File: config.mk
export PLATFORM = sky130hd
export DESIGN_NAME = activation_pipe
export DESIGN_NICKNAME = d
export VERILOG_FILES = /design/src/rtl/act_pkg.sv /design/src/rtl/act_lane.sv /design/src/rtl/activation_pipe.sv
export SDC_FILE = /design/constraint.sdc
export NUM_CORES = 2
export LEC_CHECK = 0
export CORE_MARGIN = 2
export CORE_UTILIZATION = 37
export CTS_CLUSTER_DIAMETER = 100
export DETAILED_ROUTE_END_ITERATION = 12
export PLACE_DENSITY = 0.59
export SYNTH_ARGS = -nofsm -noshare
export SYNTH_HDL_FRONTEND = slang
export SYNTH_SLANG_ARGS = --single-unit
File: constraint.sdc
create_clock -name clk -period 3.8 [get_ports clk]
set_input_delay 0.76 -clock clk [delete_from_list [all_inputs] [get_ports clk]]
set_output_delay 0.76 -clock clk [all_outputs]
set_load 0.01 [all_outputs]
File: src/rtl/act_pkg.sv
// Shared types, widths and the saturating adder used by the activation pipeline.
package act_pkg;

  typedef enum logic [1:0] {
    ACT_PASS  = 2'd0,
    ACT_RELU  = 2'd1,
    ACT_LEAKY = 2'd2,
    ACT_CLIP  = 2'd3
  } act_mode_e;

  localparam int ACT_DW = 16;
  localparam int STAT_W = 32;

  typedef struct packed {
    logic signed [ACT_DW-1:0] x;
    logic                     neg;
    logic signed [ACT_DW-1:0] shifted;
  } s1_lane_t;

  function automatic logic [STAT_W-1:0] sat_add(input logic [STAT_W-1:0] a,
                                                input logic [STAT_W-1:0] b);
    logic [STAT_W:0] sum;
    sum = {1'b0, a} + {1'b0, b};
    if (sum[STAT_W]) begin
      sat_add = {STAT_W{1'b1}};
    end else begin
      sat_add = sum[STAT_W-1:0];
    end
  endfunction

endpackage

File: src/rtl/act_lane.sv
// Per-lane stage-2 activation select/clamp; purely combinational.
module act_lane
  import act_pkg::*;
#(
  parameter int DATA_WIDTH = ACT_DW
) (
  input  act_mode_e                     mode,
  input  logic signed [DATA_WIDTH-1:0]  x,
  input  logic                          neg,
  input  logic signed [DATA_WIDTH-1:0]  shifted,
  input  logic signed [DATA_WIDTH-1:0]  clip_max,
  output logic signed [DATA_WIDTH-1:0]  y
);

  // Mode select; a negative clip bound forces every lane to zero.
  always_comb begin
    y = x;
    case (mode)
      ACT_PASS: y = x;
      ACT_RELU: begin
        if (neg) begin
          y = {DATA_WIDTH{1'b0}};
        end else begin
          y = x;
        end
      end
      ACT_LEAKY: begin
        if (neg) begin
          y = shifted;
        end else begin
          y = x;
        end
      end
      ACT_CLIP: begin
        if (neg || clip_max[DATA_WIDTH-1]) begin
          y = {DATA_WIDTH{1'b0}};
        end else if (x > clip_max) begin
          y = clip_max;
        end else begin
          y = x;
        end
      end
      default: y = x;
    endcase
  end

endmodule

File: src/rtl/activation_pipe.sv
// Two-stage valid/ready activation pipeline (PASS/RELU/LEAKY/CLIP).
// Optional zero-clamp statistics counter enabled by the ACT_STATS_EN macro.
module activation_pipe
  import act_pkg::*;
#(
  parameter int DATA_WIDTH = ACT_DW,
  parameter int LENGTH     = 16,
  parameter int SHIFT_W    = 4
) (
  input  logic                                 clk,
  input  logic                                 reset,
  input  logic                                 en,
  input  act_mode_e                            mode,
  input  logic [SHIFT_W-1:0]                   leak_shift,
  input  logic [DATA_WIDTH-1:0]                clip_max,
  input  logic                                 in_valid,
  output logic                                 in_ready,
  input  logic [LENGTH-1:0][DATA_WIDTH-1:0]    In,
  output logic                                 out_valid,
  input  logic                                 out_ready,
  output logic [LENGTH-1:0][DATA_WIDTH-1:0]    Out,
  output logic [STAT_W-1:0]                    zero_cnt,
  input  logic                                 stat_clr
);

  logic adv1_s;
  logic adv2_s;
  logic s1_valid_r;
  logic s2_valid_r;
  s1_lane_t [LENGTH-1:0]               s1_lane_r;
  act_mode_e                           s1_mode_r;
  logic signed [DATA_WIDTH-1:0]        s1_clip_r;
  logic [LENGTH-1:0][DATA_WIDTH-1:0]   lane_y_s;
  logic [LENGTH-1:0][DATA_WIDTH-1:0]   out_r;

  assign adv2_s    = en & (~s2_valid_r | out_ready);
  assign adv1_s    = en & (~s1_valid_r | adv2_s);
  assign in_ready  = adv1_s & ~reset;
  assign out_valid = s2_valid_r;
  assign Out       = out_r;

  // Stage 1: capture the beat together with its configuration and pre-shifted value.
  always_ff @(posedge clk) begin
    if (reset) begin
      s1_valid_r <= 1'b0;
      s1_lane_r  <= {($bits(s1_lane_t)*LENGTH){1'b0}};
      s1_mode_r  <= ACT_PASS;
      s1_clip_r  <= {DATA_WIDTH{1'b0}};
    end else if (adv1_s) begin
      s1_valid_r <= in_valid;
      if (in_valid) begin
        s1_mode_r <= mode;
        s1_clip_r <= clip_max;
        for (int i = 0; i < LENGTH; i++) begin
          s1_lane_r[i].x       <= In[i];
          s1_lane_r[i].neg     <= In[i][DATA_WIDTH-1];
          s1_lane_r[i].shifted <= $signed(In[i]) >>> leak_shift;
        end
      end
    end
  end

  for (genvar g = 0; g < LENGTH; g++) begin : g_lane
    act_lane #(.DATA_WIDTH(DATA_WIDTH)) u_lane (
      .mode     (s1_mode_r),
      .x        (s1_lane_r[g].x),
      .neg      (s1_lane_r[g].neg),
      .shifted  (s1_lane_r[g].shifted),
      .clip_max (s1_clip_r),
      .y        (lane_y_s[g])
    );
  end

  // Stage 2: output register; bubbles moving forward leave the last data in place.
  always_ff @(posedge clk) begin
    if (reset) begin
      s2_valid_r <= 1'b0;
      out_r      <= {(LENGTH*DATA_WIDTH){1'b0}};
    end else if (adv2_s) begin
      s2_valid_r <= s1_valid_r;
      if (s1_valid_r) begin
        out_r <= lane_y_s;
      end
    end
  end

`ifdef ACT_STATS_EN
  localparam int ZC_W = $clog2(LENGTH + 1);

  logic [ZC_W-1:0]   beat_zero_s;
  logic [ZC_W-1:0]   s2_zero_r;
  logic [STAT_W-1:0] zero_cnt_r;

  // Lanes clamped to zero from a nonzero input in the beat entering stage 2.
  always_comb begin
    beat_zero_s = {ZC_W{1'b0}};
    for (int i = 0; i < LENGTH; i++) begin
      if ((lane_y_s[i] == {DATA_WIDTH{1'b0}}) && (s1_lane_r[i].x != {DATA_WIDTH{1'b0}})) begin
        beat_zero_s = beat_zero_s + ZC_W'(1);
      end else begin
        beat_zero_s = beat_zero_s;
      end
    end
  end

  // Per-beat clamp count travels alongside the output beat.
  always_ff @(posedge clk) begin
    if (reset) begin
      s2_zero_r <= {ZC_W{1'b0}};
    end else if (adv2_s && s1_valid_r) begin
      s2_zero_r <= beat_zero_s;
    end
  end

  // Counter adds on the retiring handshake; clear takes priority.
  always_ff @(posedge clk) begin
    if (reset) begin
      zero_cnt_r <= {STAT_W{1'b0}};
    end else if (stat_clr) begin
      zero_cnt_r <= {STAT_W{1'b0}};
    end else if (en && s2_valid_r && out_ready) begin
      zero_cnt_r <= sat_add(zero_cnt_r, STAT_W'(s2_zero_r));
    end
  end

  assign zero_cnt = zero_cnt_r;
`else
  logic unused_stat_clr_s;
  assign unused_stat_clr_s = stat_clr;
  assign zero_cnt = {STAT_W{1'b0}};
`endif

endmodule

==> impl_results.md <==
- Asr flop ratio synth: 0%
- Number of enable flip-flop cells after synthesis: 0
- FP Rows: 131
- Internal power: 15900 µW
- Sw power: 7445 µW
- Largest net degree at the start of global routing: 173
- Clock share of power: 38.2%
- Critical Path AT: 4.07 ns
- Placed Cells incl. Taps: 7519
- Later-pin clock latency in the skew report: 0.70 ns
- Hold-fix buffers at CTS: 0
- DRT Wirelength: 214.1 mm
- Setup Buffers After CTS: 0
- Pre-antenna DRT Iters: 5
- Post-Layout Cell Count: 7689
- Share of cells above drive strength 1: 9.595%
- I/O pin total: 574
- Peak VDD IR: 0.3016 mV
- Worst-Margin Slew: 1.149 ns
- DR DRC count: 0
- Post-Syn Area: 47590 µm²
- Worst Hold Class: input pin to flip-flop
- Final Hold Viols: 0
- Max-slew violations: 0
- Worst rel slew slack: 22.91%
- Initial antenna violation count: 17
- Clock root cell: clkbuf_16
- Dpl hpwl: 141.4 mm
- Post-synthesis sequential area ratio: 32.48%
- Die H: 362.6 µm
- Routability cong.: 0.9103
- Switching power share of the total: 31.90%
- YS warnings: 0
- DR vias/cell: 6.216
- LEAKAGE: 0.02188 µW
- Unique masters post-synth: 58
- Clk slew on worst S/H paths: 0.06 ns
- Layout area overhead: 21.28%
- Max-Cap Viols: 0
- Initial DRC count: 5428
- Post-Syn Instances: 5686
- Flop pwr share: 38.1%
- Outcome: finished, final reports clean
- CTS Buf Count: 93
- Fillers: 12486
- Die area: 131500 µm²
- First-pass GRT wire length: 308.3 mm
- # clock sinks: 772
- Core area: 127500 µm²
- Via count: 47791
- Post-Syn Area per Cell: 8.369 µm²
- Comb pwr share: 23.7%
- Die width: 362.6 µm
- Initial Utilization: 37.32%
- Setup CP Type: flip-flop to flip-flop
- CTS tree: done
- Fin util: 45.26%
- Final setup violating endpoints: 0
- Clk buf depth: 3
- Post-CTS sizing: 0
- PD cells: 404.4 nW/µm²
- Max Clk Rate: 282.7 MHz
- Synthesis-stage register bit count: 772
- Port bufs: 540
- Final Cycle Share: 93.09%
- Unrepaired setup endpoints after global routing: false
- H-Tree Depth: 3
- Final ANT Viol Nets: 0
- Tmin final: 3.537 ns
- Max Clock Skew: 0.02629 ns
- Setup TNS: 0 ns
- Worst-path maximum fanout: 15
- Vias in the first global route: 44560
- Layout Nets: 6508
- GRT Overall Usage: 31.23%
- Worst slack at placement: 0.3724 ns
- Worst path required time: 4.34 ns
- FF-to-FF setup slack: 0.26 ns
- Setup WS post-layout: 0.2627 ns
- Crit end category: flip-flop
- Top_reg_cell synth: dfxtp_1
- GRT overflow: 0
- Pwr Total: 23340 µW
- Drt wl/cell: 27.85 µm
- Critical path launch point type: flip-flop
==> registers in the layout, summed over array words and instances (netlist names) <==
register	cells
s1_lane_r	496
Out	256
s1_clip_r	16
s1_mode_r	2
out_valid	1
s1_valid_r	1
==> final timing paths <==
kind	to	startpoint	depth (start not counted)
min	s1_lane_r[386]	reset	2
max	Out[80]	s1_clip_r[14]	9
max reg2reg	Out[80]	s1_clip_r[14]	9
min reg2reg	Out[239]	Out[239]	2
==> placed cells by master (no fill, tap or decap), types with 22 or more instances in the layout <==
master,synthesis,routed
conb_1,1,32
mux2_2,96,96
nand2_1,1004,1003
nor2b_1,34,33
o21ai_0,322,322
a211oi_1,70,70
a221o_1,240,240
ha_1,272,272
buf_12,1,45
clkinv_2,1,22
a211o_1,33,33
o211ai_1,156,156
a311oi_1,32,32
o22ai_1,247,247
inv_1,49,33
buf_4,41,130
mux4_2,80,80
nor3_1,27,27
a21oi_1,631,630
nor2_1,272,269
nand4_1,34,34
o21a_1,35,35
a21o_1,41,41
dfxtp_1,772,755
clkbuf_16,0,95
mux2i_1,476,476
clkdlybuf4s50_1,0,535
==> worst max-delay path, stage by stage, from the launching register on <==
cell and delay, ns:
dfxtp_2 0.33, clkinv_1 0.34, buf_4 0.36, ha_1 0.32, nand4b_1 0.13, a2111oi_0 0.53, o31a_1 0.18, or3_1 0.77
mux2i_1 0.30, o22ai_1 0.11
==> cells by family after synthesis <==
group | after synthesis | share of synthesized area [%]
flip-flops | 772 | 32.48
buffers and inverters | 626 | 5.582
multiplexers | 654 | 16.15
adder cells (fa/ha/maj) | 272 | 7.152
AND/OR/NAND/NOR | 1495 | 13.26
other | 1 | 0.007880
AO/OA/AOI/OAI | 1866 | 25.38
==> power groups by stage <==
stage          Combinational [µW]  Clock, µW  Sequential [µW]
5_1_grt                      5910       9330             8920
4_1_cts                      5460       9010             8880
2_1_floorplan                3550          0             8930
6_report                     5540       8910             8890
3_5_place_dp                 5430          0             9050
3_3_place_gp                 5370          0             9050
==> area by class of cell <==
cell class                      count  area, µm²  share of cell area, %
Clock buffer                      128       2671                  4.628
Antenna cell                        3      7.507                0.01301
Timing Repair Buffer              715       7302                  12.65
Sequential cell                   772      15480                  26.81
Clock inverter                     39      290.3                 0.5029
Multi-Input combinational cell   4319      29680                  51.43
Inverter                           51      206.4                 0.3577
Tap cell                         1662       2079                  3.603
==> Yosys cell counts (17+ instances only) <==
master,number,area (µm²)
a311oi_1,32,280.3
mux2i_1,476,4765
o211ai_1,156,1171
inv_1,49,183.9
mux4_2,80,1802
nand4_1,34,212.7
or3_1,18,112.6
dfxtp_1,772,15450
mux2_2,96,1081
nand2_1,1004,3769
a211oi_1,70,525.5
a211o_1,33,289.0
a21o_1,41,307.8
nor3_1,27,135.1
o22ai_1,247,1545
nand2b_1,17,106.4
clkbuf_1,436,1637
o21a_1,35,262.8
buf_4,41,307.8
buf_1,19,71.32
a221o_1,240,2402
a21oi_1,631,3158
ha_1,272,3403
o21ai_0,322,1612
nor2_1,272,1021
buf_2,72,360.4
nor2b_1,34,212.7
==> routing by layer <==
layer  track usage (%)  routed length [µm]  up-vias
met3             7.982               22680      484
met5                 0                 143        -
met2             46.87               91360     2636
met4             14.43               10510       22
li1                  -                   -    21448
met1             41.83               89430    23201
==> through the flow <==
| step | hold WS (ns) | cell area [µm²] |
|---|---|---|
| finish | 0.4293 | 57720 |
| global route | 0.4246 | 57710 |
| CTS | 0.3922 | 57710 |
| detailed placement | 0.4451 | 54750 |
| global placement | 0.4392 | 54750 |
| floorplan | 0.4317 | 47700 |
No activity file was read; power rests on OpenSTA's default activity.
